===== src/rtl/mem_arbiter.sv =====
// Two-port round-robin arbiter in front of a single-ported synchronous memory.
// Port 0 is the read-only instruction-fetch requester. Port 1 is the load/store requester.
// Each grant runs IDLE -> ACCESS -> RESP -> IDLE. Every output comes straight from a register.
module mem_arbiter #(
  parameter int unsigned WORDS      = 10,
  parameter int unsigned DATA_WIDTH = 32
) (
  input  logic                  clk_i,
  input  logic                  reset_i,
  // instruction-fetch port (port 0)
  input  logic                  if_req_i,
  input  logic [WORDS-1:0]      if_addr_i,
  output logic                  if_ack_o,
  output logic [DATA_WIDTH-1:0] if_data_o,
  // load/store port (port 1)
  input  logic                  dt_req_i,
  input  logic                  dt_we_i,
  input  logic [WORDS-1:0]      dt_addr_i,
  input  logic [DATA_WIDTH-1:0] dt_data_i,
  output logic                  dt_ack_o,
  output logic [DATA_WIDTH-1:0] dt_data_o,
  // shared memory
  output logic [WORDS-1:0]      mem_addr_o,
  output logic [DATA_WIDTH-1:0] mem_data_o,
  output logic                  mem_wr_o,
  output logic                  mem_rd_o,
  input  logic [DATA_WIDTH-1:0] mem_data_i,
  output logic                  busy_o
);

  typedef enum logic [1:0] {StIdle, StAccess, StResp} state_e;

  state_e                state_q;
  logic                  last_grant_q;  // 0 = port 0 granted last, 1 = port 1
  logic                  grant_q;       // port owning the current transfer
  logic                  we_q;
  logic [WORDS-1:0]      mem_addr_q;
  logic [DATA_WIDTH-1:0] mem_data_q;
  logic                  mem_wr_n_q;
  logic                  mem_rd_n_q;
  logic                  if_ack_q;
  logic                  dt_ack_q;
  logic [DATA_WIDTH-1:0] if_data_q;
  logic [DATA_WIDTH-1:0] dt_data_q;
  logic                  busy_q;
  logic                  grant_d;

  // Pick the winner: a lone requester wins, and a tie goes to the port not granted last.
  always_comb begin
    grant_d = dt_req_i;
    if (if_req_i && dt_req_i) begin
      grant_d = ~last_grant_q;
    end
  end

  // Arbitration FSM. All outputs are registered here.
  always_ff @(posedge clk_i or posedge reset_i) begin
    if (reset_i) begin
      state_q      <= StIdle;
      last_grant_q <= 1'b1;
      grant_q      <= 1'b0;
      we_q         <= 1'b0;
      mem_addr_q   <= '0;
      mem_data_q   <= '0;
      mem_wr_n_q   <= 1'b1;
      mem_rd_n_q   <= 1'b1;
      if_ack_q     <= 1'b0;
      dt_ack_q     <= 1'b0;
      if_data_q    <= '0;
      dt_data_q    <= '0;
      busy_q       <= 1'b0;
    end else begin
      case (state_q)
        StIdle: begin
          if (if_req_i || dt_req_i) begin
            grant_q      <= grant_d;
            last_grant_q <= grant_d;
            we_q         <= grant_d & dt_we_i;
            mem_addr_q   <= grant_d ? dt_addr_i : if_addr_i;
            if (grant_d && dt_we_i) begin
              mem_data_q <= dt_data_i;
              mem_wr_n_q <= 1'b0;
            end else begin
              mem_rd_n_q <= 1'b0;
            end
            busy_q  <= 1'b1;
            state_q <= StAccess;
          end
        end
        StAccess: begin
          // The memory registered its read data on the falling edge inside ACCESS.
          mem_rd_n_q <= 1'b1;
          mem_wr_n_q <= 1'b1;
          if (!we_q) begin
            if (grant_q) begin
              dt_data_q <= mem_data_i;
            end else begin
              if_data_q <= mem_data_i;
            end
          end
          if (grant_q) begin
            dt_ack_q <= 1'b1;
          end else begin
            if_ack_q <= 1'b1;
          end
          state_q <= StResp;
        end
        StResp: begin
          if_ack_q <= 1'b0;
          dt_ack_q <= 1'b0;
          busy_q   <= 1'b0;
          state_q  <= StIdle;
        end
        default: begin
          state_q <= StIdle;
        end
      endcase
    end
  end

  assign if_ack_o   = if_ack_q;
  assign dt_ack_o   = dt_ack_q;
  assign if_data_o  = if_data_q;
  assign dt_data_o  = dt_data_q;
  assign mem_addr_o = mem_addr_q;
  assign mem_data_o = mem_data_q;
  assign mem_wr_o   = mem_wr_n_q;
  assign mem_rd_o   = mem_rd_n_q;
  assign busy_o     = busy_q;

endmodule


===== config.mk =====
export PLATFORM = sky130hd
export DESIGN_NAME = mem_arbiter
export DESIGN_NICKNAME = d
export VERILOG_FILES = /design/src/rtl/mem_arbiter.sv
export SDC_FILE = /design/constraint.sdc
export NUM_CORES = 1
export LEC_CHECK = 0
export CAP_MARGIN = 25
export CORE_AREA = 2 2 108 110
export DETAILED_ROUTE_END_ITERATION = 8
export DIE_AREA = 0 0 110 112
export HOLD_SLACK_MARGIN = 0.08
export MAX_ROUTING_LAYER = met4
export PLACE_DENSITY = 0.83
export RECOVER_POWER = 50
export SYNTH_ARGS = -nofsm -noshare
export SYNTH_HDL_FRONTEND = slang
export SYNTH_SLANG_ARGS = --single-unit

===== constraint.sdc =====
create_clock -name clk_i -period 5.4 [get_ports clk_i]
set_input_delay 1.35 -clock clk_i [delete_from_list [all_inputs] [get_ports clk_i]]
set_output_delay 1.35 -clock clk_i [all_outputs]
set_load 0.02 [all_outputs]

-- After elaboration in Yosys (flattened, before gate mapping)
Cells that the tools add are included.
- memory bits (writable): 0
- input port bits: 89
- bits in registers: 116
- bits in latches: 0
- memories: 0
- output and inout port bits: 111
- word-level logic and storage cells: 56
- bits in read-only memories: 0
- multiplexer cells: 16
- add/sub/neg operators: 0
- div/mod/pow operators: 0
- shifts and indexed selects: 0
- eq/ne operators: 7
- order comparisons: 0
- multiply operators: 0
- bitwise operators: 4
- reductions and logical operators: 16
- operators with widths (operator ; count):
    $reduce_and A3 Y1 ; 5
    $mux W10 ; 1
    $ne A2 B2 Y1 const B ; 5
    $pmux W1 S2 ; 5
    $mux W1 ; 8
    $reduce_and A2 Y1 ; 4
    $reduce_bool A2 Y1 ; 3
    $pmux W2 S2 ; 1
    $not A1 Y1 ; 3
    $eq A2 B1 Y1 const B ; 1
    $eq A2 B2 Y1 const B ; 1
    $logic_and A1 B1 Y1 ; 2
    $logic_not A2 Y1 ; 1
    $mux W2 ; 1
    $and A1 B1 Y1 ; 1
    $logic_or A1 B1 Y1 ; 1

-- Depth between registers and ports, before layout
Gate-level depths: netlist of run 1.
- depth after elaboration: 6
- gate-level depth with buffers: 6

-- Worst setup path after synthesis of run 1
Ideal clock, no wire load.
- path type: input to register
- start point: in dt_req_i
- end point: reg mem_data_q[10], in the netlist mem_data_o[10]
- path slack: 2811 ps
- cell stages on the path: 5
- path buffers: 2
- data required time: 5275 ps
- library setup time: 125 ps
- data arrival time: 2464 ps
- cells stage by stage: a21bo_1 > or3_1 > buf_6 > buf_6 > mux2_4
- longest elaborated chain between the ends: 4
- elaborated cells on any way between the ends: 5
- RTL lines (item ; line ; RTL):
    start, declared ; 16 ; input logic dt_req_i,
    $logic_and A1 B1 Y1 ; 51 ; if (if_req_i && dt_req_i) begin
    $mux W1 ; 51 ;
    $logic_and A1 B1 Y1 ; 80 ; if (grant_d && dt_we_i) begin
    $reduce_and A3 Y1 (no source line) * ; n/a ;
    end signal, assigned ; 81 ; mem_data_q <= dt_data_i;
    end, declared ; 38 ; logic [DATA_WIDTH-1:0] mem_data_q;
Mark *: on every way between the ends. The rest lies on a longest branch, timed or not.
A chain may end at the register's enable or synchronous reset.

==> results of run 1 <==
synth_stat cells:
library cell,count
inv_2,1
nand2_1,12
nor3_1,1
buf_2,7
buf_6,4
o21ai_0,2
and3_1,1
a21boi_0,1
clkbuf_1,6
mux2_2,68
inv_1,4
or3_1,1
nand2b_1,2
nor3_2,1
a2bb2oi_1,11
dfrtp_1,113
mux2_1,1
a21oi_1,2
dfstp_2,3
a2111oi_0,10
nor2_1,5
mux2_4,29
a21bo_1,1
o2bb2ai_1,2
per-stage QoR:
| stage | power [mW] | util |
|---|---|---|
| CTS | 5.201 | 0.6579 |
| global placement | 3.880 | 0.5995 |
| detailed placement | 3.954 | 0.5999 |
| finish | 5.153 | 0.6589 |
| floorplan | 2.836 | - |
| global route | 5.409 | 0.6589 |
worst paths after layout:
| path | to | slack [ns] |
|---|---|---|
| max reg2reg | dt_data_o[14]$_DFFE_PP0P_ | 2.21 |
| max in group clk_i | dt_data_o[14]$_DFFE_PP0P_ | 2.21 |
| min reg2reg | mem_wr_o$_DFFE_PP1P_ | 0.49 |
| min in group asynchronous | mem_data_o[29]$_DFFE_PP0P_ | 2.21 |
| max | mem_rd_o$_DFFE_PP1P_ | 1.77 |
| min | mem_wr_o$_DFFE_PP1P_ | 0.49 |
area by class of cell:
type / count / area share
well taps: 143 / 0.02430
repair buffers: 206 / 0.2780
flip-flops and latches: 116 / 0.3947
clock inverters: 13 / 0.02787
inverters: 5 / 0.002719
clock buffers: 19 / 0.06015
multi-input cells: 150 / 0.2122
tightest hold or removal path: cells and delay by family, from the launching register on:
family	cells	cell delay [ns]
DFF	1	0.37
AOI/OAI and AO/OA	1	0.06
and+or+nand+nor	1	0.05
flip-flops by register name, indices dropped and copies added (netlist names):
name,cells
dt_data_o,32
if_data_o,32
mem_data_o,32
mem_addr_o,10
state_q,2
busy_o,1
dt_ack_o,1
grant_q,1
if_ack_o,1
last_grant_q,1
mem_rd_o,1
mem_wr_o,1
we_q,1
power by group through the flow:
| stage | Combinational (mW) | Clock (mW) | Sequential (mW) |
|---|---|---|---|
| after floorplan | 0.752 | 0 | 2.08 |
| after global placement | 2.29 | 0 | 1.59 |
| after detailed placement | 2.35 | 0 | 1.61 |
| after CTS | 2.35 | 1.24 | 1.61 |
| after global routing | 2.46 | 1.29 | 1.66 |
| final | 2.33 | 1.22 | 1.60 |
logic make-up (layout without fill, tap and decap cells):
logic type | count (synthesis) | in the layout | share of synthesized area
DFF | 116 | 116 | 0.6342
muxes | 98 | 98 | 0.2645
AOI/OAI and AO/OA | 29 | 29 | 0.05214
and+or+nand+nor | 23 | 23 | 0.02266
buffers and inverters | 22 | 243 | 0.02648
per-layer routing:
| metal | global-route usage | share of wire | routed length [um] |
|---|---|---|---|
| met5 | - | 0 | 0 |
| met4 | 0.07679 | 0.023 | 260 |
| met3 | 0.04391 | 0.054 | 615 |
| met2 | 0.3292 | 0.52 | 5983 |
| met1 | 0.2306 | 0.40 | 4554 |
==> flow_summary.json, run 1 <==
{
  "drt_iter0_markers": 126,
  "worstPathRequired_ns": 5.90,
  "p_sw_frac": 0.3304,
  "crit_path_start": "reset_i",
  "cp_num_buf_inv": 3,
  "ioPinCount": 200,
  "drc": 0,
  "crit_arrival_ns": 4.13,
  "fin_crit_ns": 3.626,
  "path_depth": 3,
  "grt_pass1_vias": 3501,
  "start_util": 0.4101,
  "fin_nets": 585,
  "cts_tree": "built",
  "switchingPower_mw": 1.703,
  "syn_area_sq_mm": 0.004583,
  "routed_wl_um": 11410,
  "pwr-share-seq": 0.311,
  "die_w_um": 110,
  "viasPerCell": 4.919,
  "combPwrFrac": 0.453,
  "final-hold-violation-count": 0,
  "stdcell_count": 652,
  "start_kind": "input pin",
  "peakVddDrop_mv": 0.3567,
  "ctsResizeCount": 0,
  "post_synth.cell_area_avg_sq_um": 15.91,
  "ys_types": 24,
  "path_class": "input pin to async pin",
  "fmax_ghz": 0.2758,
  "grt_overflow_total": 0,
  "p_leak_nw": 3.155,
  "relSlewSlack": -0.8900,
  "maxCapViolCount": 3,
  "cts_root_buf": "clkbuf_16",
  "synth_area_leaders": "dfrtp_1, mux2_2, mux2_4, a2bb2oi_1, a2111oi_0",
  "cts_buffers": 17,
  "port_buffers": 199,
  "tns_ns": 0,
  "clkSlewWorstSetupHoldPaths_ns": 0.05,
  "skew_ns": 0.007828,
  "place_area_sq_mm": 0.006704,
  "cts_max_level": 4,
  "hold_class": "register to register",
  "setup_viol": 0,
  "slowest_delay_ns": 1.60,
  "dpl.cell_count": 619,
  "pwr-share-clk": 0.236,
  "final_cell_mix": "clkdlybuf4s50_1, dfrtp_1, mux2_2",
  "grt_usage": 0.1979,
  "violations": "capacitance limit, slew limit",
  "gp_congestion": 0.7237,
  "r2r_cells": 5,
  "ys_ff_latch": 116,
  "layout_commonest_cell": "clkdlybuf4s50_1",
  "grt_pass1_wl_um": 18090,
  "synth_top_area_frac": 0.6170,
  "status": "finished, violations left",
  "synthCells": 288,
  "cp_max_fo": 64,
  "wire_per_inst_um": 17.51,
  "rsz0062_at_grt": "false",
  "clk_latency_ns": 0.40,
  "cts.sinks": 116,
  "antenna_found_initial": 0,
  "setup_ws_ns": 1.774,
  "p_int_mw": 3.451,
  "tightest_slew_ns": 2.820,
  "pre_cts_slack_ns": 1.684,
  "drv_slew": 131,
  "drtPass1Iterations": 4,
  "hold_buffers": 0,
  "multi_input_area_sq_mm": 0.001563,
  "worst_path_dominant_cell_family": "buffers and inverters",
  "die_h_um": 112,
  "drive_gt1_frac": 0.2731,
  "timing.final.crit_share": 0.6714,
  "max-clock-path-buffers": 2,
  "hold_slack_ns": 0.4872,
  "nFillCells": 828,
  "grt_max_degree": 65,
  "ys_seq_area_frac": 0.6342,
  "coreArea_sq_mm": 0.01117,
  "postRouteAntennaNets": 0,
  "slowest_stage": "clkinvlp_2",
  "end_kind": "async pin",
  "synth_top_area_cell": "dfrtp_1",
  "final_area_sq_mm": 0.007363,
  "syn2layout_area_growth_pct": 60.66,
  "hpwl_um": 7975,
  "syn-num-nets": 377,
  "yosysWarningCount": 0,
  "min-delay-start": "mem_wr_o$_DFFE_PP1P_",
  "crit_path_cell_trace": "dlygate4sd3_1 > clkinvlp_2 > buf_4",
  "cts_setup_buffers": 0,
  "vias": 3207,
  "r2r-start": "state_q[0]$_DFFE_PP0P_",
  "hold_depth": 2,
  "num_antenna_cells": 0,
  "power.density_mw_per_mm2": 699.9,
  "num_rows": 39,
  "area.sequential_sq_mm": 0.002907,
  "dieArea_sq_mm": 0.01232
}
No activity file was read; power rests on OpenSTA's default activity.
==> run 2, diff against run 1 <==
Settings changed: CORE_AREA 2 2 108 110 to 2 2 113 115, DIE_AREA 0 0 110 112 to 0 0 115 117, PLACE_DENSITY 0.83 to 0.8.
Clock period 5.4 ns to 3.3 ns, I/O delays scaled along.
==> flow_summary.json, run 2 (synthesis results as in run 1) <==
{
  "vias": 3216,
  "pwr-share-seq": 0.314,
  "num_antenna_cells": 0,
  "grt_overflow_total": 0,
  "viasPerCell": 4.888,
  "switchingPower_mw": 2.732,
  "start_util": 0.3723,
  "setup_viol": 0,
  "tightest_slew_ns": 1.078,
  "cts_buffers": 17,
  "p_sw_frac": 0.3294,
  "slowest_stage": "dlygate4sd3_1",
  "port_buffers": 199,
  "skew_ns": 0.007711,
  "final-hold-violation-count": 0,
  "coreArea_sq_mm": 0.01231,
  "die_h_um": 117,
  "drt_iter0_markers": 140,
  "p_leak_nw": 3.184,
  "rsz0062_at_grt": "false",
  "num_rows": 41,
  "final_cell_mix": "clkdlybuf4s50_1, dfrtp_1, mux2_2",
  "crit_arrival_ns": 2.92,
  "power.density_mw_per_mm2": 1125,
  "ioPinCount": 200,
  "routed_wl_um": 11460,
  "end_kind": "register",
  "pwr-share-clk": 0.238,
  "grt_pass1_wl_um": 17850,
  "syn2layout_area_growth_pct": 60.82,
  "p_int_mw": 5.562,
  "path_class": "input pin to register",
  "hold_class": "register to register",
  "timing.final.crit_share": 0.8011,
  "grt_max_degree": 67,
  "tns_ns": 0,
  "cts_root_buf": "clkbuf_16",
  "combPwrFrac": 0.448,
  "max-clock-path-buffers": 2,
  "postRouteAntennaNets": 0,
  "drtPass1Iterations": 4,
  "fmax_ghz": 0.3783,
  "relSlewSlack": 0.2771,
  "grt_pass1_vias": 3438,
  "gp_congestion": 0.7293,
  "cts.sinks": 116,
  "slowest_delay_ns": 0.57,
  "clkSlewWorstSetupHoldPaths_ns": 0.05,
  "crit_path_cell_trace": "dlygate4sd3_1 > a21bo_1 > or3_2 > buf_4 > mux2_4",
  "maxCapViolCount": 0,
  "fin_crit_ns": 2.644,
  "cts_tree": "built",
  "worstPathRequired_ns": 3.58,
  "cts_setup_buffers": 0,
  "grt_usage": 0.1800,
  "status": "completed",
  "clk_latency_ns": 0.40,
  "fin_nets": 585,
  "drv_slew": 0,
  "wire_per_inst_um": 17.41,
  "die_w_um": 115,
  "layout_commonest_cell": "clkdlybuf4s50_1",
  "hold_buffers": 0,
  "peakVddDrop_mv": 0.4359,
  "cp_max_fo": 33,
  "drc": 0,
  "start_kind": "input pin",
  "antenna_found_initial": 0,
  "hpwl_um": 8227,
  "p_total_mw": 8.293,
  "cp_num_buf_inv": 2,
  "drive_gt1_frac": 0.2717,
  "ctsResizeCount": 0,
  "cts_max_level": 4,
  "worst_path_dominant_cell_family": "buffers and inverters",
  "dieArea_sq_mm": 0.01346
}
run 2: layout make-up:
cell class                 instances  area (sq um)
tap                              150         187.7
timing repair buffer             206          2059
multi-input combinational        150          1558
sequential                       116          2907
fill                             953          4941
clock inverter                    10         178.9
clock buffer                      21         460.4
inverter                           5         20.02
run 2: stage by stage:
stage | instance area, sq um | instances | worst slack (ns) | hold WS (ns) | util
6_report | 7371 | 658 | 0.6564 | 0.4790 | 0.5987
3_3_place_gp | 6750 | 627 | 0.3815 | 0.4688 | 0.5483
4_1_cts | 7390 | 658 | 0.7592 | 0.4897 | 0.6002
2_1_floorplan | 4587 | 288 | 1.064 | 0.5107 | -
3_5_place_dp | 6750 | 627 | 0.3265 | 0.4790 | 0.5483
5_1_grt | 7371 | 658 | 0.6013 | 0.5096 | 0.5987
run 2: routing by layer:
metal | part of all wire | GRT usage
met4 | 0.015 | 0.07309
met5 | 0 | -
met3 | 0.055 | 0.04686
met1 | 0.41 | 0.2125
met2 | 0.52 | 0.2953
run 2: power groups by stage:
stage / logic [mW] / registers (mW) / clock network (mW)
floorplan: 1.23 / 3.41 / 0
global route: 3.94 / 2.71 / 2.09
CTS: 3.87 / 2.63 / 2.02
detailed placement: 3.85 / 2.64 / 0
finish: 3.72 / 2.60 / 1.97
global placement: 3.78 / 2.60 / 0
run 2: final timing paths:
check	start	endpoint	slack, ns	cells after the start
hold / removal	dt_data_o[3]$_DFFE_PP0P_	dt_data_o[3]$_DFFE_PP0P_	0.48	1
min in group asynchronous	reset_i	mem_addr_o[7]$_DFFE_PP0P_	0.93	2
setup / recovery	dt_req_i	mem_data_o[3]$_DFFE_PP0P_	0.66	5
max in group asynchronous	reset_i	if_data_o[27]$_DFFE_PP0P_	1.26	3
setup reg to reg	state_q[0]$_DFFE_PP0P_	if_data_o[9]$_DFFE_PP0P_	0.87	4
hold reg to reg	dt_data_o[3]$_DFFE_PP0P_	dt_data_o[3]$_DFFE_PP0P_	0.48	1
run 2: worst register-to-register path, delay by kind of cell, from the launching register on:
| kind | cells | cell delay [ns] |
|---|---|---|
| muxes | 1 | 0.36 |
| buffers and inverters | 1 | 0.28 |
| and+or+nand+nor | 2 | 1.03 |
| DFF | 1 | 0.64 |
==> run 3, diff against run 2 <==
Settings changed: CORE_AREA 2 2 113 115 to 2 2 108 110, DIE_AREA 0 0 115 117 to 0 0 110 112, PLACE_DENSITY 0.8 to 0.83.
Clock period 3.3 ns to 2.45 ns, I/O delays scaled along.
==> flow_summary.json, run 3 (synthesis results as in run 1) <==
{
  "power.density_mw_per_mm2": 1506,
  "slowest_delay_ns": 0.63,
  "cts_setup_buffers": 0,
  "drv_slew": 0,
  "ctsResizeCount": 0,
  "cp_max_fo": 2,
  "cts_root_buf": "clkbuf_16",
  "path_depth": 1,
  "area.sequential_sq_mm": 0.002907,
  "port_buffers": 199,
  "tns_ns": 0,
  "layout_commonest_cell": "clkdlybuf4s50_1",
  "die_w_um": 110,
  "nFillCells": 814,
  "drc": 0,
  "num_antenna_cells": 0,
  "crit_arrival_ns": 1.55,
  "drive_gt1_frac": 0.2704,
  "syn2layout_area_growth_pct": 60.44,
  "cts_max_level": 4,
  "grt_usage": 0.1983,
  "ioPinCount": 200,
  "final_util": 0.6580,
  "wire_per_inst_um": 17.55,
  "r2r_cells": 4,
  "gp_congestion": 0.7413,
  "hpwl_um": 8135,
  "start_kind": "register",
  "place_area_sq_mm": 0.006815,
  "slowest_stage": "clkdlybuf4s50_1",
  "final_cell_mix": "clkdlybuf4s50_1, dfrtp_1, mux2_2",
  "crit_path_cell_trace": "clkdlybuf4s50_1",
  "setup_viol": 0,
  "final_area_sq_mm": 0.007353,
  "num_rows": 39,
  "p_leak_nw": 3.141,
  "max-clock-path-buffers": 2,
  "fmax_ghz": 0.4619,
  "worstPathRequired_ns": 1.84,
  "timing.final.crit_share": 0.8838,
  "vias": 3234,
  "fin_crit_ns": 2.165,
  "grt_pass1_wl_um": 18100,
  "end_kind": "primary output",
  "multi_input_area_sq_mm": 0.001551,
  "relSlewSlack": 0.4843,
  "grt_pass1_vias": 3530,
  "hold_buffers": 0,
  "cts_tree": "built",
  "p_total_mw": 11.07,
  "coreArea_sq_mm": 0.01117,
  "clkSlewWorstSetupHoldPaths_ns": 0.05,
  "path_class": "register to primary output",
  "cts_buffers": 17,
  "viasPerCell": 4.922,
  "clk_latency_ns": 0.39,
  "status": "completed",
  "drtPass1Iterations": 4,
  "hold_depth": 1,
  "peakVddDrop_mv": 0.6704,
  "maxCapViolCount": 0,
  "hold_slack_ns": 0.4969,
  "final-hold-violation-count": 0,
  "routed_wl_um": 11530,
  "fin_nets": 590,
  "grt_overflow_total": 0,
  "rsz0062_at_grt": "false",
  "drt_iter0_markers": 149,
  "worst_path_dominant_cell_family": "buffers and inverters",
  "cts.sinks": 116,
  "r2r_setup_slack_ns": 0.53,
  "postRouteAntennaNets": 0,
  "cp_num_buf_inv": 1,
  "grt_max_degree": 58,
  "skew_ns": 0.007633,
  "dieArea_sq_mm": 0.01232,
  "die_h_um": 112,
  "antenna_found_initial": 0,
  "tightest_slew_ns": 0.7693,
  "start_util": 0.4101,
  "hold_class": "register to register"
}
[run 3: changes by cell type in the layout (fill, tap and decap cells not counted), sizes merged]
cell	delta
clkbuf	+4
clkinvlp	+5
clkinv	-1
inv	+1
bufinv	-3
clkdlybuf4s50	+34
dlygate4sd3	-34
[run 3: layout make-up]
cell class,instances,share of cell area
Clock buffer,20,0.06211
Clock inverter,12,0.01770
Inverter,5,0.002722
Multi-Input combinational cell,150,0.2110
Sequential cell,116,0.3953
Tap cell,143,0.02433
Timing Repair Buffer,211,0.2869
[run 3: metal layers]
metal	wire length, um	up-vias	global-route usage
met5	0	-	-
met4	174	0	0.07004
met3	761	14	0.04801
met2	5981	140	0.3301
met1	4616	1614	0.2316
li1	-	1466	-
[run 3: path summary, 6_finish.rpt]
kind,start,endpoint
min,dt_data_o[7]$_DFFE_PP0P_,dt_data_o[7]$_DFFE_PP0P_
max,mem_wr_o$_DFFE_PP1P_,mem_wr_o
min reg2reg,dt_data_o[7]$_DFFE_PP0P_,dt_data_o[7]$_DFFE_PP0P_
max reg2reg,state_q[1]$_DFFE_PP0P_,mem_data_o[23]$_DFFE_PP0P_
max in group asynchronous,reset_i,dt_data_o[24]$_DFFE_PP0P_
min in group asynchronous,reset_i,mem_data_o[14]$_DFFE_PP0P_
[run 3: where the power goes]
part | internal (mW) | switching (mW) | leakage [nW] | total (mW)
combinational | 2.85 | 2.30 | 1.50 | 5.15
sequential | 2.92 | 0.606 | 1.37 | 3.53
clock | 1.55 | 0.849 | 0.274 | 2.40
[run 3: through the flow]
step           setup slack [ns]  instances
2_1_floorplan            0.4265        288
3_3_place_gp            0.01514        625
3_5_place_dp          -0.009621        625
4_1_cts                  0.2507        657
5_1_grt                  0.1403        657
6_report                 0.2848        657
